===== src/rtl/sdram_auto_refresh.sv =====
// Periodic AUTO REFRESH engine: after init_done, raises ref_req every
// REF_INTERVAL cycles and, once granted, drives PRECHARGE-ALL / AUTO REFRESH.
// Ports: sclk, snrst (async active-low), init_done, ref_en (grant)
//        -> ref_req, ref_cmd {cs_n,ras_n,cas_n,we_n}, ref_addr, ref_done,
//        ref_overrun (sticky: interval expired with a request still pending).
// Optional: define SDRAM_AREF_TWICE_EN to issue two AUTO REFRESH per grant.
module sdram_auto_refresh #(
    parameter int REF_INTERVAL = 780,
    parameter int T_RP         = 2,
    parameter int T_RFC        = 7
) (
    input  logic        sclk,
    input  logic        snrst,
    input  logic        init_done,
    input  logic        ref_en,
    output logic        ref_req,
    output logic [3:0]  ref_cmd,
    output logic [12:0] ref_addr,
    output logic        ref_done,
    output logic        ref_overrun
);

    localparam logic [3:0] CMD_NOP  = 4'b0111;
    localparam logic [3:0] CMD_PRE  = 4'b0010;
    localparam logic [3:0] CMD_AREF = 4'b0001;

    localparam int MAX_AB = (REF_INTERVAL > T_RP) ? REF_INTERVAL : T_RP;
    localparam int MAXP   = (MAX_AB > T_RFC) ? MAX_AB : T_RFC;
    localparam int CW     = (MAXP > 1) ? $clog2(MAXP) : 1;

    // Last value of the wait counter in TRP / TRFC (T-1 cycles each).
    localparam int TRP_LAST  = (T_RP  >= 2) ? T_RP  - 2 : 0;
    localparam int TRFC_LAST = (T_RFC >= 2) ? T_RFC - 2 : 0;

    typedef enum logic [2:0] {
        IDLE, REQ, PRE, TRP, AREF, TRFC, DONE
    } state_t;

    state_t         state;
    state_t         nxt;
    state_t         after_rfc;
    logic [CW-1:0]  icnt;
    logic [CW-1:0]  wcnt;
    logic           tick;
    logic           trp_end;
    logic           trfc_end;

    assign tick     = init_done && (icnt == CW'(REF_INTERVAL - 1));
    assign trp_end  = (wcnt == CW'(TRP_LAST));
    assign trfc_end = (wcnt == CW'(TRFC_LAST));

`ifdef SDRAM_AREF_TWICE_EN
    // Set once the second AUTO REFRESH has been scheduled for this grant.
    logic second;

    always_ff @(posedge sclk or negedge snrst) begin
        if (!snrst) begin
            second <= 1'b0;
        end else if (!init_done || state == PRE) begin
            second <= 1'b0;
        end else if ((state == TRFC || state == AREF) && nxt == AREF) begin
            second <= 1'b1;
        end
    end

    assign after_rfc = second ? DONE : AREF;
`else
    assign after_rfc = DONE;
`endif

    // State register plus interval and wait counters.
    always_ff @(posedge sclk or negedge snrst) begin
        if (!snrst) begin
            state       <= IDLE;
            icnt        <= '0;
            wcnt        <= '0;
            ref_overrun <= 1'b0;
        end else if (!init_done) begin
            state <= IDLE;
            icnt  <= '0;
            wcnt  <= '0;
        end else begin
            state <= nxt;
            icnt  <= tick ? '0 : icnt + 1'b1;
            wcnt  <= (nxt != state) ? '0 : wcnt + 1'b1;
            if (tick && state != IDLE) begin
                ref_overrun <= 1'b1;
            end
        end
    end

    // Next-state logic.
    always_comb begin
        nxt = state;
        unique case (state)
            IDLE: if (tick) nxt = REQ;
            REQ:  if (ref_en) nxt = PRE;
            PRE:  nxt = (T_RP > 1) ? TRP : AREF;
            TRP:  if (trp_end) nxt = AREF;
            AREF: nxt = (T_RFC > 1) ? TRFC : after_rfc;
            TRFC: if (trfc_end) nxt = after_rfc;
            DONE: nxt = IDLE;
            default: nxt = IDLE;
        endcase
    end

    // Outputs decoded from state only.
    always_comb begin
        ref_req  = 1'b0;
        ref_cmd  = CMD_NOP;
        ref_addr = '0;
        ref_done = 1'b0;
        unique case (state)
            REQ: ref_req = 1'b1;
            PRE: begin
                ref_cmd  = CMD_PRE;
                ref_addr = 13'h0400;
            end
            AREF: ref_cmd = CMD_AREF;
            DONE: ref_done = 1'b1;
            default: ;
        endcase
    end

endmodule


===== config.mk =====
export PLATFORM = sky130hd
export DESIGN_NAME = sdram_auto_refresh
export DESIGN_NICKNAME = d
export VERILOG_FILES = /design/src/rtl/sdram_auto_refresh.sv
export SDC_FILE = /design/constraint.sdc
export NUM_CORES = 1
export LEC_CHECK = 0
export CORE_MARGIN = 2
export CORE_UTILIZATION = 55
export CTS_BUF_LIST = sky130_fd_sc_hd__clkbuf_4 sky130_fd_sc_hd__clkbuf_8
export CTS_CLUSTER_DIAMETER = 60
export DETAILED_ROUTE_END_ITERATION = 10
export HOLD_SLACK_MARGIN = 0.1
export PLACE_DENSITY = 0.81
export SETUP_SLACK_MARGIN = 0.2
export SYNTH_ARGS = -nofsm -noshare
export SYNTH_HDL_FRONTEND = slang
export SYNTH_SLANG_ARGS = --single-unit

===== constraint.sdc =====
create_clock -name sclk -period 2.6 [get_ports sclk]
set_input_delay 0.52 -clock sclk [delete_from_list [all_inputs] [get_ports sclk]]
set_output_delay 0.52 -clock sclk [all_outputs]
set_load 0.005 [all_outputs]

# ---- After elaboration in Yosys (flattened, before gate mapping)
# Cells that the tools add are included.
dict set report word_totals {
  in_bits 4
  mem_bits_ro 0
  n_memories 0
  out_inout_bits 20
  elab_cells 35
  ram_bits 0
  reg_bits 24
  latchBits 0
}
dict set report classes {
  n_mux 14
  n_addsub 2
  magnitude_cmp 0
  n_div 0
  n_mul 0
  bitwise 0
  shift 0
  eq_ne 9
  n_reduce_logical 6
}
# operator count
set ops {}
lappend ops {{$mux W10} 4}
lappend ops {{$add A10 B1 Y10 const B} 2}
lappend ops {{$pmux W3 S6} 1}
lappend ops {{$mux W3} 5}
lappend ops {{$mux W11} 1}
lappend ops {{$eq A10 B10 Y1 const B} 1}
lappend ops {{$eq A10 B3 Y1 const B} 1}
lappend ops {{$logic_not A10 Y1} 1}
lappend ops {{$eq A3 B3 Y1 const B} 3}
lappend ops {{$eq A3 B2 Y1 const B} 2}
lappend ops {{$pmux W3 S2} 1}
lappend ops {{$eq A3 B1 Y1 const B} 1}
lappend ops {{$logic_not A3 Y1} 1}
lappend ops {{$ne A3 B3 Y1} 1}
lappend ops {{$reduce_bool A3 Y1} 1}
lappend ops {{$logic_and A1 B1 Y1} 2}
lappend ops {{$mux W1} 2}
lappend ops {{$reduce_and A2 Y1} 1}

# ---- Depth between registers and ports, before layout
# Gate-level depths: netlist of run 1.
dict set report logic_depth {
  ltp_word 7
  mapped_depth 7
  ltp_nobuf 6
}

# ---- Least setup slack after synthesis of run 1
# No wires, ideal clock.
dict set report synth_timing {
  path_type {flip-flop to flip-flop}
  from {reg wcnt[4]}
  to {reg wcnt[9]}
  n_path_buf 0
  setup_time_ns 0.149
  arrival_ns 1.711
  stages_incl_launch_ff 5
  synth_period_minus_slack_ns 1.860
  setup_slack_ns 0.740
  path_cell_list {dfrtp_1 > or4_4 > or2_2 > o211ai_4 > a211oi_1}
}
dict set report synth_between {
  elab_chain_len 6
  word_cells_on_any_way 9
  cone_classes {1 x add/sub; 2 x eq/ne; 5 x mux; 1 x reduce/logical}
}
# element line
set synth_lines {}
lappend synth_lines {{start: declaration} 43} ;# logic [CW-1:0] wcnt;
lappend synth_lines {{start signal: assignment} 85} ;# wcnt <= (nxt != state) ? '0 : wcnt + 1'b1;
lappend synth_lines {{$eq A10 B3 Y1 or $logic_not A10 Y1 (tied branches)} {50, 49}}
lappend synth_lines {{$mux W3, on equally long branches} {101, 99}}
lappend synth_lines {{$pmux W3 S6} 95} ;# unique case (state)
lappend synth_lines {{$ne A3 B3 Y1} 85}
lappend synth_lines {{$mux W10 *} 85}
lappend synth_lines {{$mux W10 *} 78} ;# end else if (!init_done) begin
# Mark *: on every way between the ends. The rest lies on a longest branch, timed or not.
# A chain may end at the register's enable or synchronous reset.

# ---- Worst setup path in the final report of run 1
dict set report layout_timing {
  from {reg state[2]}
  to {out ref_req}
}
dict set report layout_between {
  elab_chain_len 2
}
# element line
set layout_lines {}
lappend layout_lines {{start: declaration} 39} ;# state_t state;
lappend layout_lines {{start signal: assignment} 83} ;# state <= nxt;
lappend layout_lines {{$eq A3 B1 Y1} 113} ;# unique case (state)
lappend layout_lines {{$mux W1} 113}
lappend layout_lines {{end: declaration} 16} ;# output logic ref_req,
# Every way passes these cells.

==> results.json, run 1 <==
{
  "yosys_most_used_dff": "dfrtp_1",
  "post-route-min-period_ns": 2.27,
  "fp-row-count": 19,
  "wl_per_cell_um": 13.2,
  "finalPower_mw": 0.712,
  "routability_driven_placement_congestion_ratio": 0.817,
  "syn_area_per_cell_sq_um": 9.94,
  "synth.top_cell.area_share": 0.392,
  "cts_max_level": 1,
  "power.share.switching": 0.217,
  "internal-power_mw": 0.558,
  "tritoncts.num_buffers": 3,
  "totalNegativeSetupSlack_ns": 0,
  "worstHoldPathType": "reg -> reg",
  "dr.first_iter.drc_count": 33,
  "run_status": "complete, no violations",
  "synth.area.top_cells": "dfrtp_1 39%, xnor2_1 7.4%, a211oi_2 7.4%, buf_4 6.9%, nor2_1 4.2%",
  "vdd_ir_drop_max_mv": 0.311,
  "grt_setup_unrepaired": "no",
  "drv_cap": 0,
  "buffer_ports.inserted": 10,
  "setup_viol": 0,
  "timing.hold.worst_path_depth": 1,
  "synth.cell_area_sq_mm": 0.00153,
  "drive_above_1_share": 0.168,
  "max_clock_freq_mhz": 441,
  "critical_path_required_ns": 2.08,
  "clock_power_share": 0.377,
  "post-cts-setup-buffers": 0,
  "number_of_enable_flip_flop_cells_after_synthesis": 0,
  "timing.clock.skew_ns": 0.0107,
  "fp.dieW_um": 56.7,
  "crit_arrival_ns": 1.75,
  "drv_slew": 0,
  "overall_die_area_sq_mm": 0.00322,
  "sequentialPowerShare": 0.549,
  "cts_root_buffer": "clkbuf_4",
  "antenna_cells_inserted": 0,
  "cp_max_fo": 13,
  "final_layout_fill_cell_count": 239,
  "power.density_cell_area_mw_per_mm2": 427,
  "pin_count": 24,
  "global_route.usage.total": 0.181,
  "grt_first_pass_wirelength_um": 4650,
  "drc_errors": 0,
  "worstSetupEndpointType": "output port",
  "first_global_vias": 1042,
  "chipHeight_um": 56.7,
  "dp_hpwl_um": 1900,
  "r2r_cells": 5,
  "synthesis.instances": 154,
  "final_antenna_net_count": 0,
  "global_route.usage.met3": 0.0369,
  "post_synth_most_frequent_cells": "24 x dfrtp_1, 17 x nor2_1, 14 x buf_4, 13 x xnor2_1, 12 x nand2_1",
  "synthArstFlopShare": 1.00,
  "dr_total_vias": 1037,
  "path_class": "reg -> out",
  "routed_wl_um": 2620,
  "clk-insertion-delay-late_ns": 0.31,
  "clkSinkCount": 24,
  "post_layout_nonfiller_instances": 198,
  "startpoint_type": "flip-flop",
  "design.final.nets": 176,
  "pin_count_of_the_biggest_net_entering_global_routing": 25,
  "grt.overflow.total": 0,
  "p_leak_nw": 0.685,
  "drt_pass1_iterations": 4,
  "m1_gr_usage": 0.252,
  "sequential_area_share_after_synthesis": 0.392,
  "antenna_violations_before_repair": 0,
  "power.share.combinational": 0.074,
  "tritoncts": "yes",
  "hold_vio_cnt_final": 0,
  "syn_to_final_growth_pct": 9.08,
  "multi_input_combinational_cell_area_sq_um": 813,
  "detail_route.vias_per_cell": 5.24,
  "grt_util_met2": 0.291,
  "post-route-period-util": 0.871,
  "yosysWarningCount": 0,
  "grt-busiest-layer": "met2",
  "synth_top_cell_by_area": "dfrtp_1",
  "clkSlewWorstSetupHoldPaths_ns": 0.14,
  "coreArea_sq_mm": 0.00271,
  "synth_cell_types": 39,
  "cts-root-to-sink-buffers": 2,
  "placed_cells": 194,
  "start_util": 0.565,
  "final-seq-area_sq_um": 601,
  "p_sw_mw": 0.155,
  "yosysMostFrequentCell": "dfrtp_1",
  "synth_seq_cells": 24
}
==> cells in the final DEF (no fill, tap or decap), drive strengths merged, types with 2 or more instances in the layout <==
| cell | instances |
|---|---|
| dfrtp | 24 |
| nor2 | 17 |
| xnor2 | 13 |
| conb | 13 |
| nand2 | 12 |
| clkdlybuf4s50 | 10 |
| a211oi | 10 |
| inv | 9 |
| nand3 | 6 |
| ha | 4 |
| buf | 4 |
| nor4 | 4 |
| nor3 | 3 |
| xor2 | 3 |
| a21oi | 3 |
| and3 | 3 |
| clkbuf | 3 |
| nor3b | 2 |
| or2 | 2 |
| nand3b | 2 |
| nand4 | 2 |
| a21boi | 2 |
==> power by group through the flow <==
stage | logic, mW | clock network (mW) | registers (mW)
2_1_floorplan | 0.0456 | 0 | 0.395
3_3_place_gp | 0.0503 | 0 | 0.397
3_5_place_dp | 0.0517 | 0 | 0.398
4_1_cts | 0.0534 | 0.272 | 0.391
5_1_grt | 0.0607 | 0.283 | 0.393
6_report | 0.0524 | 0.269 | 0.391
==> state kept, by name (all words and copies together) (netlist names) <==
name         flops
icnt            10
ref_overrun      1
state            3
wcnt            10
==> critical path: stages, from the launching register on <==
cell and delay, ns:
dfrtp_1 0.55, nor3b_2 0.33, clkdlybuf4s50_1 0.56
==> layer usage <==
layer,up-vias,routed length (um)
li1,529,-
met1,492,1290
met2,14,1250
met3,2,74
met4,0,13
met5,-,0
==> logic make-up (layout without fill, tap and decap cells) <==
logic type      count (synthesis)  after routing  synth area share
xor+xnor                       16             16            0.0916
fa+ha+maj                       4              4            0.0327
flops                          24             24             0.392
compound gates                 22             22             0.147
other cells                     1             13           0.00245
simple gates                   61             61             0.222
buf+inv                        26             27             0.112
==> timing repair <==
| item | 4_1_cts | 5_1_grt |
|---|---|---|
| gates resized for setup | 1 | 1 |
| setup endpoints to repair | 1 | 3 |
| hold buffers | 0 | 0 |
| pin swaps | 0 | 0 |
==> path summary, 6_finish.rpt <==
path	start	end	slack, ns
min in group asynchronous	snrst	icnt[8]	0.53
worst min register to register	icnt[0]	icnt[0]	0.51
max in group asynchronous	snrst	wcnt[3]	1.82
worst max register to register	wcnt[7]	wcnt[9]	0.59
worst min-delay path	icnt[0]	icnt[0]	0.51
worst max-delay path	state[2]	ref_req	0.33
==> layout make-up <==
class / count / share of cell area
Sequential cell: 24 / 0.360
Timing Repair Buffer: 14 / 0.0780
Tap cell: 31 / 0.0232
Multi-Input combinational cell: 116 / 0.487
Inverter: 9 / 0.0202
Clock buffer: 3 / 0.0135
Clock inverter: 1 / 0.0180
==> stage by stage <==
step                 util  hold WS, ns  area, sq um  worst slack, ns
CTS                 0.614        0.514         1660            0.283
finish              0.616        0.510         1670            0.335
floorplan               -        0.224         1580            0.740
global route        0.616        0.549         1670            0.250
global placement    0.593        0.459         1610            0.480
detailed placement  0.593        0.495         1610            0.435
Note: power is estimated with default switching activity, not from simulation.
==> inputs of run 2 (changes only) <==
--- a/config.mk
+++ b/config.mk
@@ -8,7 +8,7 @@
 export CORE_MARGIN = 2
 export CORE_UTILIZATION = 55
 export CTS_BUF_LIST = sky130_fd_sc_hd__clkbuf_4 sky130_fd_sc_hd__clkbuf_8
-export CTS_CLUSTER_DIAMETER = 60
+export CTS_CLUSTER_DIAMETER = 100
 export DETAILED_ROUTE_END_ITERATION = 10
 export HOLD_SLACK_MARGIN = 0.1
 export PLACE_DENSITY = 0.81
==> results of run 2 <==
Same layout as run 1: the final DEF is identical, and so are final timing and power.
==> inputs of run 3 (changes only) <==
--- a/config.mk
+++ b/config.mk
@@ -16,3 +16,4 @@
 export SYNTH_ARGS = -nofsm -noshare
 export SYNTH_HDL_FRONTEND = slang
 export SYNTH_SLANG_ARGS = --single-unit
+export TNS_END_PERCENT = 1
==> results of run 3 <==
Same layout as run 1: the final DEF is identical, and so are final timing and power.
